<file path="src/rtl/cpu_pkg.sv">
// Shared pipeline types: packed EX/MEM/WB control bundle, XZR index and operand widths.
package cpu_pkg;

  localparam int DATA_W = 64;
  localparam int REG_AW = 5;
  localparam int CTRL_W = 8;
  localparam int CNT_W  = 32;
  localparam int XZR    = 31;

  // MSB..LSB: aluop[1:0], alusrc, memread, memwrite, regwrite, memtoreg, branch
  typedef struct packed {
    logic [1:0] aluop;
    logic       alusrc;
    logic       memread;
    logic       memwrite;
    logic       regwrite;
    logic       memtoreg;
    logic       branch;
  } ctrl_t;

  typedef enum logic [1:0] {
    FWD_LATCHED = 2'd0,
    FWD_MEMWB   = 2'd1,
    FWD_EXMEM   = 2'd2
  } fwd_sel_t;

  function automatic logic ctrl_memread(input ctrl_t c);
    return c.memread;
  endfunction

  function automatic logic ctrl_regwrite(input ctrl_t c);
    return c.regwrite;
  endfunction

endpackage

</file>
<file path="src/rtl/id_ex_fwd_mux.sv">
// One EX operand: EX/MEM > MEM/WB > latched value; reads of the zero register give 0.
module id_ex_fwd_mux
  import cpu_pkg::*;
#(
  parameter int DATA_W   = 64,
  parameter int REG_AW   = 5,
  parameter int ZERO_REG = 31
) (
  input  logic [REG_AW-1:0] src,
  input  logic [DATA_W-1:0] latched,
  input  logic              exmem_regwrite,
  input  logic [REG_AW-1:0] exmem_rd,
  input  logic [DATA_W-1:0] exmem_result,
  input  logic              memwb_regwrite,
  input  logic [REG_AW-1:0] memwb_rd,
  input  logic [DATA_W-1:0] memwb_result,
  output logic [DATA_W-1:0] operand
);

  localparam logic [REG_AW-1:0] ZR = REG_AW'(ZERO_REG);

  fwd_sel_t sel;

  always_comb begin
    sel = FWD_LATCHED;
    if (exmem_regwrite && exmem_rd == src)
      sel = FWD_EXMEM;
    else if (memwb_regwrite && memwb_rd == src)
      sel = FWD_MEMWB;

    case (sel)
      FWD_EXMEM: operand = exmem_result;
      FWD_MEMWB: operand = memwb_result;
      default:   operand = latched;
    endcase

    if (src == ZR)
      operand = '0;
  end

endmodule

</file>
<file path="src/rtl/id_ex_stage.sv">
// ID/EX pipeline register with ID write-back bypass, hazard stall, flush and stall counter.
// ID_EX_FORWARD_EN: enables EX/MEM and MEM/WB forwarding into EX; hazard reduces to load-use.
module id_ex_stage
  import cpu_pkg::*;
#(
  parameter int DATA_W   = cpu_pkg::DATA_W,
  parameter int REG_AW   = cpu_pkg::REG_AW,
  parameter int CTRL_W   = cpu_pkg::CTRL_W,
  parameter int ZERO_REG = cpu_pkg::XZR,
  parameter int CNT_W    = cpu_pkg::CNT_W
) (
  input  logic              clk,
  input  logic              reset,
  input  logic              id_valid,
  input  logic [REG_AW-1:0] id_rn,
  input  logic [REG_AW-1:0] id_rm,
  input  logic [REG_AW-1:0] id_rd,
  input  logic [DATA_W-1:0] id_rd1,
  input  logic [DATA_W-1:0] id_rd2,
  input  logic [DATA_W-1:0] id_imm,
  input  logic [CTRL_W-1:0] id_ctrl,
  input  logic              ex_flush,
  input  logic [REG_AW-1:0] exmem_rd,
  input  logic              exmem_regwrite,
  input  logic [DATA_W-1:0] exmem_result,
  input  logic [REG_AW-1:0] memwb_rd,
  input  logic              memwb_regwrite,
  input  logic [DATA_W-1:0] memwb_result,
  output logic              stall_id,
  output logic              ex_valid,
  output logic [REG_AW-1:0] ex_rd,
  output logic [DATA_W-1:0] ex_a,
  output logic [DATA_W-1:0] ex_b,
  output logic [DATA_W-1:0] ex_imm,
  output logic [CTRL_W-1:0] ex_ctrl,
  output logic [CNT_W-1:0]  stall_cnt
);

  localparam logic [REG_AW-1:0] ZR = REG_AW'(ZERO_REG);

  logic [REG_AW-1:0] rn_q, rm_q;
  logic [DATA_W-1:0] a_q, b_q;
  logic [DATA_W-1:0] a_in, b_in;
  logic              load_use, hazard;
  logic              fwd_exmem_we, fwd_memwb_we;

  // Same-cycle regfile write is not yet visible on ReadData, so take WriteData directly.
  always_comb begin
    a_in = id_rd1;
    b_in = id_rd2;
    if (memwb_regwrite && memwb_rd == id_rn && id_rn != ZR) a_in = memwb_result;
    if (memwb_regwrite && memwb_rd == id_rm && id_rm != ZR) b_in = memwb_result;
  end

  always_comb begin
    load_use = ex_valid && ctrl_memread(ex_ctrl) && ex_rd != ZR && id_valid &&
               (ex_rd == id_rn || ex_rd == id_rm);
`ifdef ID_EX_FORWARD_EN
    hazard       = load_use;
    fwd_exmem_we = exmem_regwrite;
    fwd_memwb_we = memwb_regwrite;
`else
    hazard = load_use ||
             (id_valid && ex_valid && ctrl_regwrite(ex_ctrl) && ex_rd != ZR &&
              (ex_rd == id_rn || ex_rd == id_rm)) ||
             (id_valid && exmem_regwrite && exmem_rd != ZR &&
              (exmem_rd == id_rn || exmem_rd == id_rm));
    fwd_exmem_we = 1'b0;
    fwd_memwb_we = 1'b0;
`endif
    stall_id = reset && hazard && !ex_flush;
  end

  always_ff @(posedge clk or negedge reset) begin
    if (!reset) begin
      ex_valid  <= 1'b0;
      ex_rd     <= '0;
      ex_imm    <= '0;
      ex_ctrl   <= '0;
      rn_q      <= '0;
      rm_q      <= '0;
      a_q       <= '0;
      b_q       <= '0;
      stall_cnt <= '0;
    end else begin
      if (ex_flush || stall_id) begin
        ex_valid <= 1'b0;
        ex_ctrl  <= '0;
      end else begin
        ex_valid <= id_valid;
        ex_ctrl  <= id_valid ? id_ctrl : '0;
        ex_rd    <= id_rd;
        ex_imm   <= id_imm;
        rn_q     <= id_rn;
        rm_q     <= id_rm;
        a_q      <= a_in;
        b_q      <= b_in;
      end
      if (stall_id && stall_cnt != '1)
        stall_cnt <= stall_cnt + CNT_W'(1);
    end
  end

  id_ex_fwd_mux #(.DATA_W(DATA_W), .REG_AW(REG_AW), .ZERO_REG(ZERO_REG)) u_fwd_a (
    .src(rn_q), .latched(a_q),
    .exmem_regwrite(fwd_exmem_we), .exmem_rd(exmem_rd), .exmem_result(exmem_result),
    .memwb_regwrite(fwd_memwb_we), .memwb_rd(memwb_rd), .memwb_result(memwb_result),
    .operand(ex_a)
  );

  id_ex_fwd_mux #(.DATA_W(DATA_W), .REG_AW(REG_AW), .ZERO_REG(ZERO_REG)) u_fwd_b (
    .src(rm_q), .latched(b_q),
    .exmem_regwrite(fwd_exmem_we), .exmem_rd(exmem_rd), .exmem_result(exmem_result),
    .memwb_regwrite(fwd_memwb_we), .memwb_rd(memwb_rd), .memwb_result(memwb_result),
    .operand(ex_b)
  );

endmodule
</file>
<file path="config.mk">
export PLATFORM = sky130hd
export DESIGN_NAME = id_ex_stage
export DESIGN_NICKNAME = d
export VERILOG_FILES = /design/src/rtl/cpu_pkg.sv /design/src/rtl/id_ex_fwd_mux.sv /design/src/rtl/id_ex_stage.sv
export SDC_FILE = /design/constraint.sdc
export NUM_CORES = 1
export LEC_CHECK = 0
export BUFFER_PORTS_ARGS = -buffer_cell sky130_fd_sc_hd__buf_2
export CAP_MARGIN = 0
export CORE_AREA = 2 2 234 236
export CTS_CLUSTER_DIAMETER = 30
export CTS_CLUSTER_SIZE = 40
export DETAILED_ROUTE_END_ITERATION = 16
export DIE_AREA = 0 0 236 238
export GPL_ROUTABILITY_DRIVEN = 0
export SLEW_MARGIN = 25
export SYNTH_ARGS = -nofsm -noshare
export SYNTH_HDL_FRONTEND = slang
export SYNTH_SLANG_ARGS = --single-unit
</file>
<file path="constraint.sdc">
create_clock -name clk -period 2.4 [get_ports clk]
set_input_delay 0.12 -clock clk [delete_from_list [all_inputs] [get_ports clk]]
set_output_delay 0.12 -clock clk [all_outputs]
set_load 0.01 [all_outputs]
</file>
* After elaboration in Yosys (flattened, before gate mapping)
Cells that the tools add are included.
W data, S select, Z words.
** Operators by class
- Add/sub/neg operators :: 1
- Reduce and logical (&&, ||, !) cells :: 24
- Mux-type cells :: 7
- Equality and inequality tests :: 13
** Operators with widths (count)
- $mux W64 :: 4
- $add A32 B1 Y32 const B :: 1
- $ne A32 B32 Y1 const B :: 1
- $eq A5 B5 Y1 :: 6
- $ne A5 B5 Y1 const B :: 4
- $logic_and A1 B1 Y1 :: 18
- $mux W8 :: 2
- $eq A5 B5 Y1 const B :: 2
- $logic_or A1 B1 Y1 :: 5
- $logic_not A1 Y1 :: 1
- $mux W1 :: 1
** Word-level totals
- Input bits :: 359
- Register bits after elaboration :: 248

* Logic depth before layout (Yosys ltp)
Gate-level depths: netlist (run 1).
- Depth in word-level cells :: 10
- Mapped depth :: 9
- Depth with buffers taken out :: 7

* By module
Synthesis (run 1) repeated with hierarchy kept, for this count alone.
** Second synthesis, totals
- Cell total of the unflattened synthesis :: 1628
- Area, all modules :: 15120.8 um^2
** Modules (own cells, without submodules)
- id_ex_stage :: area each 11084.4 um^2, instances 1, cells an instance 952
- id_ex_fwd_mux :: area each 2018.2 um^2, instances 2, cells an instance 338

* Worst setup path after synthesis (run 1)
No wires, ideal clock.
- Path type :: flip-flop to flip-flop
- Start :: register stall_cnt[0]
- End :: register stall_cnt[3]
- Buffers on the path :: 1
- Arrival :: 1881 ps
- Stages on the path, launching flop included :: 9
- Required time :: 2262 ps
- Path slack :: 381 ps
- Period minus slack after synthesis :: 2019 ps
- Cells stage by stage :: dfrtp_1 > ha_1 > and3_1 > nand3_1 > nor4_2 > nor2b_1 > buf_2 > nor4_1 > xor2_1
** On the way
- Cells in the longest elaborated chain, start to end :: 2
- Elaborated cells on any way between the ends :: 3
** RTL lines
- from (decl) :: RTL line id_ex_stage.sv:36 : output logic [CNT_W-1:0] stall_cnt
- from (signal assigned) :: RTL line id_ex_stage.sv:100 : stall_cnt <= stall_cnt + CNT_W'(1);
- parallel branches: the longest is 2 deep, another holds $add A32 B1 Y32
Several ways; the timed one is not identified.
A chain may end at the register's enable or synchronous reset.

* Worst setup path after layout (run 1)
- Start :: input id_rn[0]
- End :: register a_q[52]
** On the way
- Cells in the longest elaborated chain, start to end :: 8
- Elaborated cells on any way between the ends :: 17
** RTL lines
- from (decl) :: RTL line id_ex_stage.sv:15 : input logic [REG_AW-1:0] id_rn,
- $eq A5 B5 Y1 :: RTL line id_ex_stage.sv:57, id_ex_stage.sv:65
- $logic_or A1 B1 Y1 :: RTL line id_ex_stage.sv:57, id_ex_stage.sv:65
- $logic_and A1 B1 Y1, on equally long branches :: RTL line id_ex_stage.sv:56, id_ex_stage.sv:64
- $logic_or A1 B1 Y1 :: RTL line id_ex_stage.sv:63 : hazard = load_use ||
- $logic_or A1 B1 Y1 :: RTL line id_ex_stage.sv:65 : (ex_rd == id_rn || ex_rd == id_rm)) ||
- $logic_and A1 B1 Y1 (2 in series) :: RTL line id_ex_stage.sv:71 : stall_id = reset && hazard && !ex_flush;
- $logic_or A1 B1 Y1 :: RTL line id_ex_stage.sv:86 : if (ex_flush || stall_id) begin
- to (signal assigned) :: RTL line id_ex_stage.sv:96 : a_q <= a_in;
- to (decl) :: RTL line id_ex_stage.sv:42 : logic [DATA_W-1:0] a_q, b_q;
Several ways; a longest one is shown, not always the timed one.

==> flow_metrics.py, run 1 <==
metrics = {
    "outcome": {
        "outcome": "finished with violations",
        "violations": "setup timing",
    },
    "yosys": {
        "yosys.area_share.adder_pct": 0.104,
        "yosys_warnings": 0,
        "syn_nets": 1461,
        "synth_top_family_by_area": "multiplexers",
        "synthXorXnorAreaFrac_pct": 4.31,
        "yosysUniqueCellTypes": 40,
        "ys_ff_latch": 248,
        "async_flop_share_pct": 100,
        "synth_top_area_share_pct": 51.8,
        "syn-cell-area_um2": 12000,
        "synth_edf_count": 0,
        "synth_compound_gate_area_share_pct": 5.89,
        "yosysSeqAreaShare_pct": 51.8,
        "yosysTopAreaCell": "dfrtp_1",
        "synthCells": 1101,
        "synthFlopType": "dfrtp_1",
        "syn_area_per_cell_um2": 10.9,
        "synth_area_leaders": "dfrtp_1 52%, mux2i_1 11%, mux2_2 7.5%",
        "yosys.area_share.simple_pct": 16.7,
        "synthMuxAreaShare_pct": 18.2,
    },
    "power": {
        "clkPwrFrac_pct": 55.3,
        "power.switching_w": 0.00415,
        "ir_drop_v": 0.000799,
        "seqPwrFrac_pct": 29.2,
        "power_frac_comb_pct": 15.5,
        "switching_share_pct": 25.3,
        "p_int_w": 0.0122,
        "p_leak_nw": 9.75,
        "power_density_nw_per_um2": 754,
    },
    "clock_network": {
        "root_buffer": "clkbuf_16",
        "cts_buffer_depth": 3,
        "clock_sinks": 248,
        "clkLatencyLatePin_ns": 0.58,
        "numCtsBuffers": 68,
        "cts_tree": "yes",
        "cts_max_level": 3,
        "clkTransAtPathRegs_ns": 0.04,
    },
    "die": {
        "die_w_um": 236,
        "start_util_pct": 22.4,
        "num_rows": 85,
        "die_height_um": 238,
        "coreArea_um2": 53500,
        "ios": 598,
        "dieArea_um2": 56200,
    },
    "route": {
        "drtAntennaViolNets": 0,
        "vias_per_cell": 4.45,
        "avgRoutedWirePerCell_um": 17.3,
        "first_pass_iters": 5,
        "wl_um": 48100,
        "via_count": 12385,
        "drt_drc_violations_left": 0,
        "drt_iter0_markers": 471,
    },
    "min_path": {
        "min_path_type": "in2reg",
    },
    "global_route": {
        "grt_pass1_wl_um": 71600,
        "first_global_vias": 13432,
        "grt_max_degree": 134,
        "overflow": 0,
        "antenna_found_initial": 6,
        "track_usage_pct": 16.2,
    },
    "sta": {
        "hold-worst-slack_ns": 0.0894,
        "max_freq_mhz": 411,
        "tightest_slew_ns": 0.881,
        "setup_ws_ns": -0.0333,
        "period_minus_slack_ns": 2.43,
        "final_hold_viol_count": 0,
        "slew_viol_final": 0,
        "setup_violations": 9,
        "fin_skew_ns": 0.0278,
        "fin_crit_sh_pct": 101,
        "rsz0062_at_grt": "yes",
        "maxSlewHeadroom_pct": 41.2,
    },
    "final_layout": {
        "fin_cells": 2782,
        "nFillCells": 4902,
        "final_common_cell": "buf_2",
        "stdcell_area_um2": 21700,
        "final_cell_mix": "530 x buf_2, 341 x dlygate4sd3_1, 246 x dfrtp_1",
        "nets": 2389,
        "fin_util_pct": 40.6,
        "drive_gt1_share_pct": 38.5,
        "area_delta_synth_final_pct": 81.0,
    },
    "critical_path": {
        "path_cells": "dlygate4sd3_1, buf_4, xor2_1, nor3_2, and4_4, buf_4, buf_16, mux2i_1, dlygate4sd3_1, a21oi_1",
        "slowest_delay_ns": 0.58,
        "cp-start-kind": "primary input",
        "slowest_stage": "dlygate4sd3_1",
        "path_max_fanout": 6,
        "critPathCaptureType": "register",
        "crit_required_ns": 2.85,
        "cp.arrival_ns": 2.88,
        "critPathKind": "in2reg",
    },
    "placement": {
        "placed_area_um2": 15700,
        "placed_cells": 2298,
        "dpl.hpwl_um": 29400,
        "portBuffers": 533,
    },
    "job": {
        "maxCapViolCount": 0,
    },
}
worst max-delay path: cells and delay by family:
family,cells,cell delay [ns]
AOI/OAI and AO/OA,1,0.06
xor gates and xnor gates,1,0.18
muxes,1,0.24
and+or+nand+nor,2,0.60
buffers and inverters,5,1.64
final timing paths:
kind	slack, ns	from	end	cells past startpoint
max	-0.03	id_rn[0]	a_q[52]	10
min	0.09	ex_flush	stall_cnt[2]	3
max reg2reg	0.12	ex_rd[0]	b_q[18]	9
min reg2reg	0.49	stall_cnt[29]	stall_cnt[29]	1
max in group asynchronous	0.77	reset	b_q[20]	4
min in group asynchronous	0.22	reset	stall_cnt[2]	3
registers in the layout, summed over array words and instances (netlist names):
name       count
ex_imm        64
a_q           64
rm_q           5
ex_ctrl        8
ex_rd          5
b_q           64
rn_q           5
stall_cnt     32
ex_valid       1
per-stage QoR:
step / TNS (ns) / total power, W / worst slack [ns]
floorplan: 0 / 0.00577 / 0.381
global placement: 0 / 0.00680 / 0.189
detailed placement: 0 / 0.00684 / 0.117
CTS: 0 / 0.0165 / 0.0122
global route: -0.334 / 0.0170 / -0.0459
finish: -0.0865 / 0.0164 / -0.0333
kinds of logic (layout without fill, tap and decap cells):
logic type                 Yosys count  count (layout)
xor gates and xnor gates            59              59
muxes                              208             208
DFF                                248             248
adders and majority gates            1               1
and+or+nand+nor                    374             374
buffers and inverters               74            1054
other                                0               5
AOI/OAI and AO/OA                  137             137
what timing repair did:
| item | CTS | global route |
|---|---|---|
| resized for setup | 1 | 17 |
| setup endpoints to repair | 1 | 89 |
| setup buffers | 0 | 7 |
| cloned | 0 | 4 |
| endpoints found under the hold margin | 394 | 3 |
| hold buffers | 346 | 3 |
| pin swaps | 0 | 3 |
cell type report:
class | count | area, um2 | share of cell area (%)
clock buffers | 93 | 1950 | 8.97
well taps | 696 | 871 | 4.01
diodes | 5 | 12.5 | 0.0577
repair buffers | 931 | 6790 | 31.3
multi-input cells | 779 | 5480 | 25.2
flip-flops and latches | 248 | 6210 | 28.6
clock inverters | 29 | 393 | 1.81
inverters | 1 | 3.75 | 0.0173
metal layers:
layer	track usage, %	up-vias	part of all wire [%]
li1	-	5685	-
met1	17.1	5956	37
met2	28.8	575	50
met3	4.74	169	7.8
met4	9.19	0	4.8
met5	0	-	0
power groups by stage:
stage	clock network, W	logic, W	registers (W)
after floorplan	0	0.000921	0.00485
final	0.00905	0.00254	0.00478
after CTS	0.00924	0.00248	0.00478
after detailed placement	0	0.00201	0.00483
after global routing	0.00948	0.00274	0.00483
after global placement	0	0.00199	0.00481
cells in the mapped netlist, types with 3 or more instances:
| cell | n |
|---|---|
| dfrtp_1 | 248 |
| and3_1 | 12 |
| nor3_1 | 9 |
| a21oi_1 | 129 |
| nand4_1 | 9 |
| xnor2_1 | 23 |
| mux2_2 | 80 |
| nor4b_2 | 4 |
| nand3_1 | 21 |
| buf_2 | 51 |
| nand2_1 | 15 |
| nor2_1 | 137 |
| buf_4 | 5 |
| clkbuf_1 | 17 |
| xor2_1 | 36 |
| mux2i_1 | 128 |
| nor4_1 | 18 |
| and4_1 | 3 |
| and2_1 | 130 |
Note: power is estimated with default switching activity, not from simulation.
==> inputs of run 2 (changes only) <==
- CAP_MARGIN: 0 -> 20
- CORE_AREA: 2 2 234 236 -> 2 2 230 232
- DIE_AREA: 0 0 236 238 -> 0 0 232 234
- SYNTH_HIERARCHICAL: not set -> 1
==> run 2 against run 1 <==
The flow finishes with violations (slew limit). Clock-buffer cell count is 19 lower. Clock skew rose by 0.0065 ns. Utilization is 6.9 points higher. Global-route usage increased by 10 points. Clock power fell by 9.0%. Hold slack better by 0.014 ns. Final cell count is 18% higher. Die area shrank 3.3%. First-iteration DRC count increased to 4.4 times the previous value. Via count up 51%. Power grew 3.0%. Setup slack better by 0.076 ns. Largest power group unchanged. Highest routed layer is now met5.
==> flow_metrics.py, run 2 <==
metrics = {
    "outcome": {
        "outcome": "finished with violations",
        "violations": "slew limit",
    },
    "die": {
        "start_util_pct": 29.1,
        "die_w_um": 232,
        "dieArea_um2": 54300,
        "num_rows": 84,
        "coreArea_um2": 52000,
        "die_height_um": 234,
        "ios": 598,
    },
    "placement": {
        "portBuffers": 597,
        "dpl.hpwl_um": 45500,
        "pre_cts_ws_ns": 0.115,
        "placed_cells": 2797,
    },
    "route": {
        "drt_drc_violations_left": 0,
        "drt_iter0_markers": 2076,
        "drtAntennaViolNets": 0,
        "vias_per_cell": 5.71,
        "wl_um": 73800,
        "first_pass_iters": 9,
        "avgRoutedWirePerCell_um": 22.5,
        "via_count": 18681,
    },
    "yosys": {
        "synthFlopType": "dfrtp_1",
        "yosysTopAreaCell": "dfrtp_1",
        "yosys_warnings": 6,
        "yosysSeqAreaShare_pct": 41.0,
        "yosys.area_share.simple_pct": 17.4,
        "yosysUniqueCellTypes": 40,
        "synthCells": 1628,
        "synth_area_leaders": "dfrtp_1 41%, mux2i_1 8.5%, a311oi_1 7.2%",
        "syn-cell-area_um2": 15100,
        "synth_edf_count": 0,
        "synth_commonest_cells": "248 x dfrtp_1, 147 x nor3_1, 139 x nand4_1",
        "async_flop_share_pct": 100,
        "synthXorXnorAreaFrac_pct": 4.58,
        "ys_ff_latch": 248,
        "synth_compound_gate_area_share_pct": 16.6,
        "synthMuxAreaShare_pct": 14.4,
        "synth_top_area_share_pct": 41.0,
        "syn_area_per_cell_um2": 9.29,
        "synth_top_family_by_area": "simple AND/OR/NAND/NOR gates",
        "yosysMostFrequentCell": "dfrtp_1",
        "yosys.area_share.adder_pct": 0.0827,
    },
    "critical_path": {
        "cp.arrival_ns": 2.24,
        "crit_required_ns": 2.28,
        "worstReg2RegStart": "ex_rd[2]",
        "slowest_delay_ns": 0.51,
        "cp-start-kind": "register",
        "rr_worst_depth": 8,
        "path_cells": "nand3_1, nor2_4, buf_12, a311oi_1, buf_2",
        "path_max_fanout": 19,
        "critPathKind": "reg2out",
        "slowest_stage": "a311oi_1",
        "timing.rr.end": "stall_cnt[29]",
        "critPathCaptureType": "primary output",
        "path_buf_inv": 2,
        "critical_path.top_delay_family": "compound AO/OA/AOI/OAI gates",
        "rrSetupSlack_ns": 0.17,
    },
    "job": {
        "maxCapViolCount": 0,
    },
    "global_route": {
        "track_usage_pct": 26.2,
        "antenna_found_initial": 14,
        "overflow": 0,
        "grt_max_degree": 115,
        "first_global_vias": 19237,
        "grt_pass1_wl_um": 111000,
    },
    "clock_network": {
        "clkTransAtPathRegs_ns": 0.04,
        "clock_sinks": 248,
        "numCtsBuffers": 60,
        "clkLatencyLatePin_ns": 0.61,
        "cts_buffer_depth": 3,
        "cts_tree": "yes",
        "cts_max_level": 2,
        "root_buffer": "clkbuf_16",
    },
    "power": {
        "power.total_w": 0.0169,
        "clkPwrFrac_pct": 48.9,
        "seqPwrFrac_pct": 28.5,
        "p_leak_nw": 10.3,
        "power.switching_w": 0.00509,
        "p_int_w": 0.0118,
        "power_frac_comb_pct": 22.6,
        "ir_drop_v": 0.000614,
        "power_density_nw_per_um2": 683,
        "switching_share_pct": 30.2,
    },
    "sta": {
        "setup_violations": 0,
        "setup_ws_ns": 0.0430,
        "fin_skew_ns": 0.0343,
        "period_minus_slack_ns": 2.36,
        "final_hold_viol_count": 0,
        "tightest_slew_ns": 3.44,
        "max_freq_mhz": 424,
        "fin_crit_sh_pct": 98.2,
        "slew_viol_final": 392,
        "maxSlewHeadroom_pct": -130,
        "hold-worst-slack_ns": 0.103,
    },
    "final_layout": {
        "nets": 2892,
        "final_cell_mix": "596 x buf_2, 346 x dlygate4sd3_1, 246 x dfrtp_1",
        "final_common_cell": "buf_2",
        "reg_top3": "a_q (64), b_q (64), ex_imm (64)",
        "nFillCells": 4764,
        "area_delta_synth_final_pct": 63.3,
        "drive_gt1_share_pct": 34.3,
        "fin_cells": 3273,
    },
    "min_path": {
        "hp-start": "ex_flush",
        "whs_path_depth": 4,
        "hold-path-endpoint": "b_q[4]",
        "min_path_type": "in2reg",
    },
}
==> run 2: cell count changes after synthesis, sizes merged, moves of 7 or more <==
cell | before | now
buf | 56 | 113
nand4 | 9 | 139
xnor2 | 23 | 42
nor4 | 20 | 10
o21ai | 2 | 130
and2 | 130 | 4
a311oi | 0 | 124
clkbuf | 17 | 70
nor3 | 10 | 148
nand2 | 15 | 22
==> run 2: area by class of cell <==
cell class / instances / area (um2) / area share (%)
multi-input combinational: 1200 / 8190 / 33.2
timing repair buffer: 1020 / 7330 / 29.7
sequential: 248 / 6210 / 25.1
clock buffer: 74 / 1630 / 6.62
tap: 688 / 861 / 3.49
clock inverter: 34 / 454 / 1.84
antenna: 7 / 17.5 / 0.0709
inverter: 2 / 7.51 / 0.0304
==> run 2: layer usage <==
| metal | vias up | share of wire [%] | track usage [%] |
|---|---|---|---|
| li1 | 8007 | - | - |
| met1 | 8778 | 36 | 30.4 |
| met2 | 1495 | 47 | 43.8 |
| met3 | 389 | 11 | 7.94 |
| met4 | 12 | 5.1 | 13.6 |
| met5 | - | 0.12 | 0 |
==> run 2: worst min-delay path, delay by kind of cell <==
kind,cells,cell delay (ns)
buf+inv,2,0.30
compound gates,2,0.21
==> run 2: cells by family (layout without fill, tap and decap cells) <==
family / count (synthesis) / count (layout)
multiplexers: 208 / 208
adder cells (fa/ha/maj): 1 / 1
flip-flops: 248 / 248
AO/OA/AOI/OAI: 397 / 397
buffers and inverters: 185 / 1130
other: 1 / 13
XOR/XNOR: 79 / 79
AND/OR/NAND/NOR: 509 / 509
==> run 2: stage by stage <==
stage	util [%]	cell area, um2	setup TNS, ns
5_1_grt	47.5	24700	-0.00725
3_3_place_gp	36.3	18900	0
3_5_place_dp	36.3	18900	0
4_1_cts	47.1	24500	0
2_1_floorplan	-	15100	0
6_report	47.5	24700	0
==> run 2: worst max-delay path by stage <==
stage / startpoint / end / cells after the start
4_1_cts: ex_ctrl[4] / stall_id / 7
3_5_place_dp: ex_ctrl[4] / ex_imm[8] / 6
2_1_floorplan: stall_cnt[0] / stall_cnt[28] / 8
6_report: rm_q[3] / ex_b[38] / 5
5_1_grt: ex_ctrl[4] / stall_id / 7
3_3_place_gp: ex_ctrl[4] / ex_imm[1] / 6
==> run 2: what timing repair did <==
| action | CTS | global route |
|---|---|---|
| setup endpoints to repair | 1 | 72 |
| cloned | 1 | 0 |
| resized for setup | 6 | 7 |
| hold buffers | 346 | 0 |
| endpoints found under the hold margin | 240 | 0 |
| pin swaps | 0 | 3 |
| setup buffers | 0 | 14 |
==> run 2: power groups by stage <==
stage | Sequential (W) | Combinational, W | Clock [W]
floorplan | 0.00487 | 0.00159 | 0
global placement | 0.00483 | 0.00304 | 0
detailed placement | 0.00485 | 0.00308 | 0
CTS | 0.00480 | 0.00356 | 0.00835
global route | 0.00485 | 0.00403 | 0.00862
finish | 0.00480 | 0.00381 | 0.00824
==> inputs of run 3 (changes only) <==
- CORE_AREA: 2 2 230 232 -> 4 4 232 234
- DIE_AREA: 0 0 232 234 -> 0 0 236 238
==> run 3 against run 2 <==
Clock skew decreased by 0.0086 ns. The flow still finishes with violations (slew limit). Critical endpoint is now b_q[44]. Via count is 0.44% lower. Non-clock buffer count shrank 2. Global-route usage shrank 1.3 points. Combinational power is essentially flat. Setup slack better by 0.0033 ns. Utilization grew 0.59 points. Clock power increased by 12%. Wire length grew 2.7%. Register-to-register slack lost 0.04 ns.
==> flow_metrics.py, run 3 (synthesized netlist as in run 2, its figures left out) <==
metrics = {
    "outcome": {
        "outcome": "finished with violations",
        "violations": "slew limit",
    },
    "sta": {
        "tightest_slew_ns": 3.40,
        "period_minus_slack_ns": 2.35,
        "hold-worst-slack_ns": 0.0555,
        "setup_violations": 0,
        "setup_ws_ns": 0.0463,
        "fin_crit_sh_pct": 98.1,
        "final_hold_viol_count": 0,
        "rsz0062_at_grt": "yes",
        "slew_viol_final": 392,
        "fin_skew_ns": 0.0257,
        "maxSlewHeadroom_pct": -127,
        "max_freq_mhz": 425,
    },
    "route": {
        "drtAntennaViolNets": 0,
        "vias_per_cell": 5.66,
        "first_pass_iters": 8,
        "wl_um": 75800,
        "drt_iter0_markers": 1869,
        "via_count": 18598,
        "avgRoutedWirePerCell_um": 23.1,
        "drt_drc_violations_left": 0,
    },
    "clock_network": {
        "clkTransAtPathRegs_ns": 0.04,
        "root_buffer": "clkbuf_16",
        "numCtsBuffers": 66,
        "clock_sinks": 248,
        "cts_buffer_depth": 3,
        "clkLatencyLatePin_ns": 0.58,
        "cts_max_level": 3,
        "cts_tree": "yes",
    },
    "die": {
        "die_height_um": 238,
        "num_rows": 84,
        "die_w_um": 236,
        "start_util_pct": 29.1,
        "dieArea_um2": 56200,
        "ios": 598,
        "coreArea_um2": 52000,
    },
    "critical_path": {
        "critPathKind": "in2reg",
        "path_max_fanout": 15,
        "crit_required_ns": 2.85,
        "cp-startpoint": "id_rm[0]",
        "rrSetupSlack_ns": 0.13,
        "rr_worst_depth": 7,
        "worstReg2RegStart": "ex_rd[4]",
        "cp.arrival_ns": 2.80,
        "cp-start-kind": "primary input",
        "critPathCaptureType": "register",
    },
    "power": {
        "power.switching_w": 0.00521,
        "ir_drop_v": 0.000992,
        "clkPwrFrac_pct": 51.8,
        "power_frac_comb_pct": 21.3,
        "p_int_w": 0.0126,
        "p_leak_nw": 10.5,
        "switching_share_pct": 29.2,
        "power_density_nw_per_um2": 714,
        "seqPwrFrac_pct": 27.0,
    },
    "final_layout": {
        "final_common_cell": "buf_2",
        "drive_gt1_share_pct": 34.6,
        "fin_cells": 3284,
        "final_cell_mix": "595 x buf_2, 341 x dlygate4sd3_1, 245 x dfrtp_1",
        "area_delta_synth_final_pct": 65.4,
        "reg_top3": "a_q (64), b_q (64), ex_imm (64)",
        "nets": 2897,
        "nFillCells": 4712,
    },
    "placement": {
        "placed_cells": 2800,
        "dpl.hpwl_um": 46800,
        "portBuffers": 597,
        "pre_cts_ws_ns": 0.137,
    },
    "global_route": {
        "overflow": 0,
        "track_usage_pct": 25.0,
        "first_global_vias": 19609,
        "antenna_found_initial": 17,
        "grt_max_degree": 127,
        "grt_pass1_wl_um": 112000,
    },
    "min_path": {
        "whs_path_depth": 3,
        "hp-start": "memwb_result[38]",
        "min_path_type": "in2reg",
    },
    "job": {
        "maxCapViolCount": 0,
    },
}
==> run 3: changes by cell type in the layout (fill, tap and decap cells not counted), moves of 4 or more <==
cell and change:
clkinv_2 +8, clkinv_4 -5, bufinv_16 +4, buf_6 +6
dlygate4sd3_1 -5, buf_4 -7, dlymetal6s4s_1 +4, clkinvlp_4 -6
clkinv_8 +4, clkbuf_16 +10
==> run 3: critical path: stages <==
cell and delay [ns]:
dlygate4sd3_1 0.56, buf_2 0.18, xor2_1 0.17, nor3_1 0.18, and4_4 0.35, buf_6 0.14
clkbuf_16 0.21, mux2i_1 0.22, dlygate4sd3_1 0.59, a21oi_1 0.07
==> run 3: path summary, 6_finish.rpt <==
kind,endpoint
setup reg to reg,ex_ctrl[4]
hold reg to reg,stall_cnt[9]
min in group asynchronous,ex_ctrl[2]
hold / removal,b_q[38]
max in group asynchronous,a_q[39]
setup / recovery,b_q[44]
==> run 3: layout make-up <==
type / count / area, um2 / area share (%)
multi-input cells: 1201 / 8190 / 32.8
repair buffers: 1018 / 7360 / 29.4
flip-flops and latches: 248 / 6210 / 24.8
clock buffers: 80 / 1780 / 7.10
well taps: 688 / 861 / 3.44
clock inverters: 37 / 572 / 2.29
diodes: 10 / 25.0 / 0.100
inverters: 2 / 7.51 / 0.0300
==> run 3: timing repair <==
item / 4_1_cts / 5_1_grt
hold buffers: 346 / 0
endpoints found under the setup margin: 1 / 73
pin swaps: 0 / 4
endpoints found under the hold margin: 281 / 0
resized for setup: 1 / 29
gates cloned: 0 / 4
setup buffers: 0 / 9
==> run 3: metal layers <==
metal	GRT usage, %	part of all wire (%)	routed length, um
met5	0	0.11	86
met4	12.8	4.9	3710
met3	6.90	10	7710
met2	42.5	48	36500
met1	28.9	37	27800
==> run 3: power by group through the flow <==
| stage | Sequential [W] | Clock [W] | Combinational [W] |
|---|---|---|---|
| floorplan | 0.00487 | 0 | 0.00159 |
| global placement | 0.00483 | 0 | 0.00303 |
| detailed placement | 0.00485 | 0 | 0.00307 |
| CTS | 0.00480 | 0.00937 | 0.00354 |
| global route | 0.00485 | 0.00965 | 0.00402 |
| finish | 0.00481 | 0.00924 | 0.00380 |
==> run 3: metrics by stage <==
step | util (%) | power (W) | cell area, um2 | setup TNS, ns
after CTS | 47.5 | 0.0177 | 24700 | 0
after global placement | 36.3 | 0.00787 | 18900 | 0
after global routing | 48.0 | 0.0185 | 25000 | -0.305
after floorplan | - | 0.00645 | 15100 | 0
final | 48.1 | 0.0178 | 25000 | 0
after detailed placement | 36.3 | 0.00792 | 18900 | 0
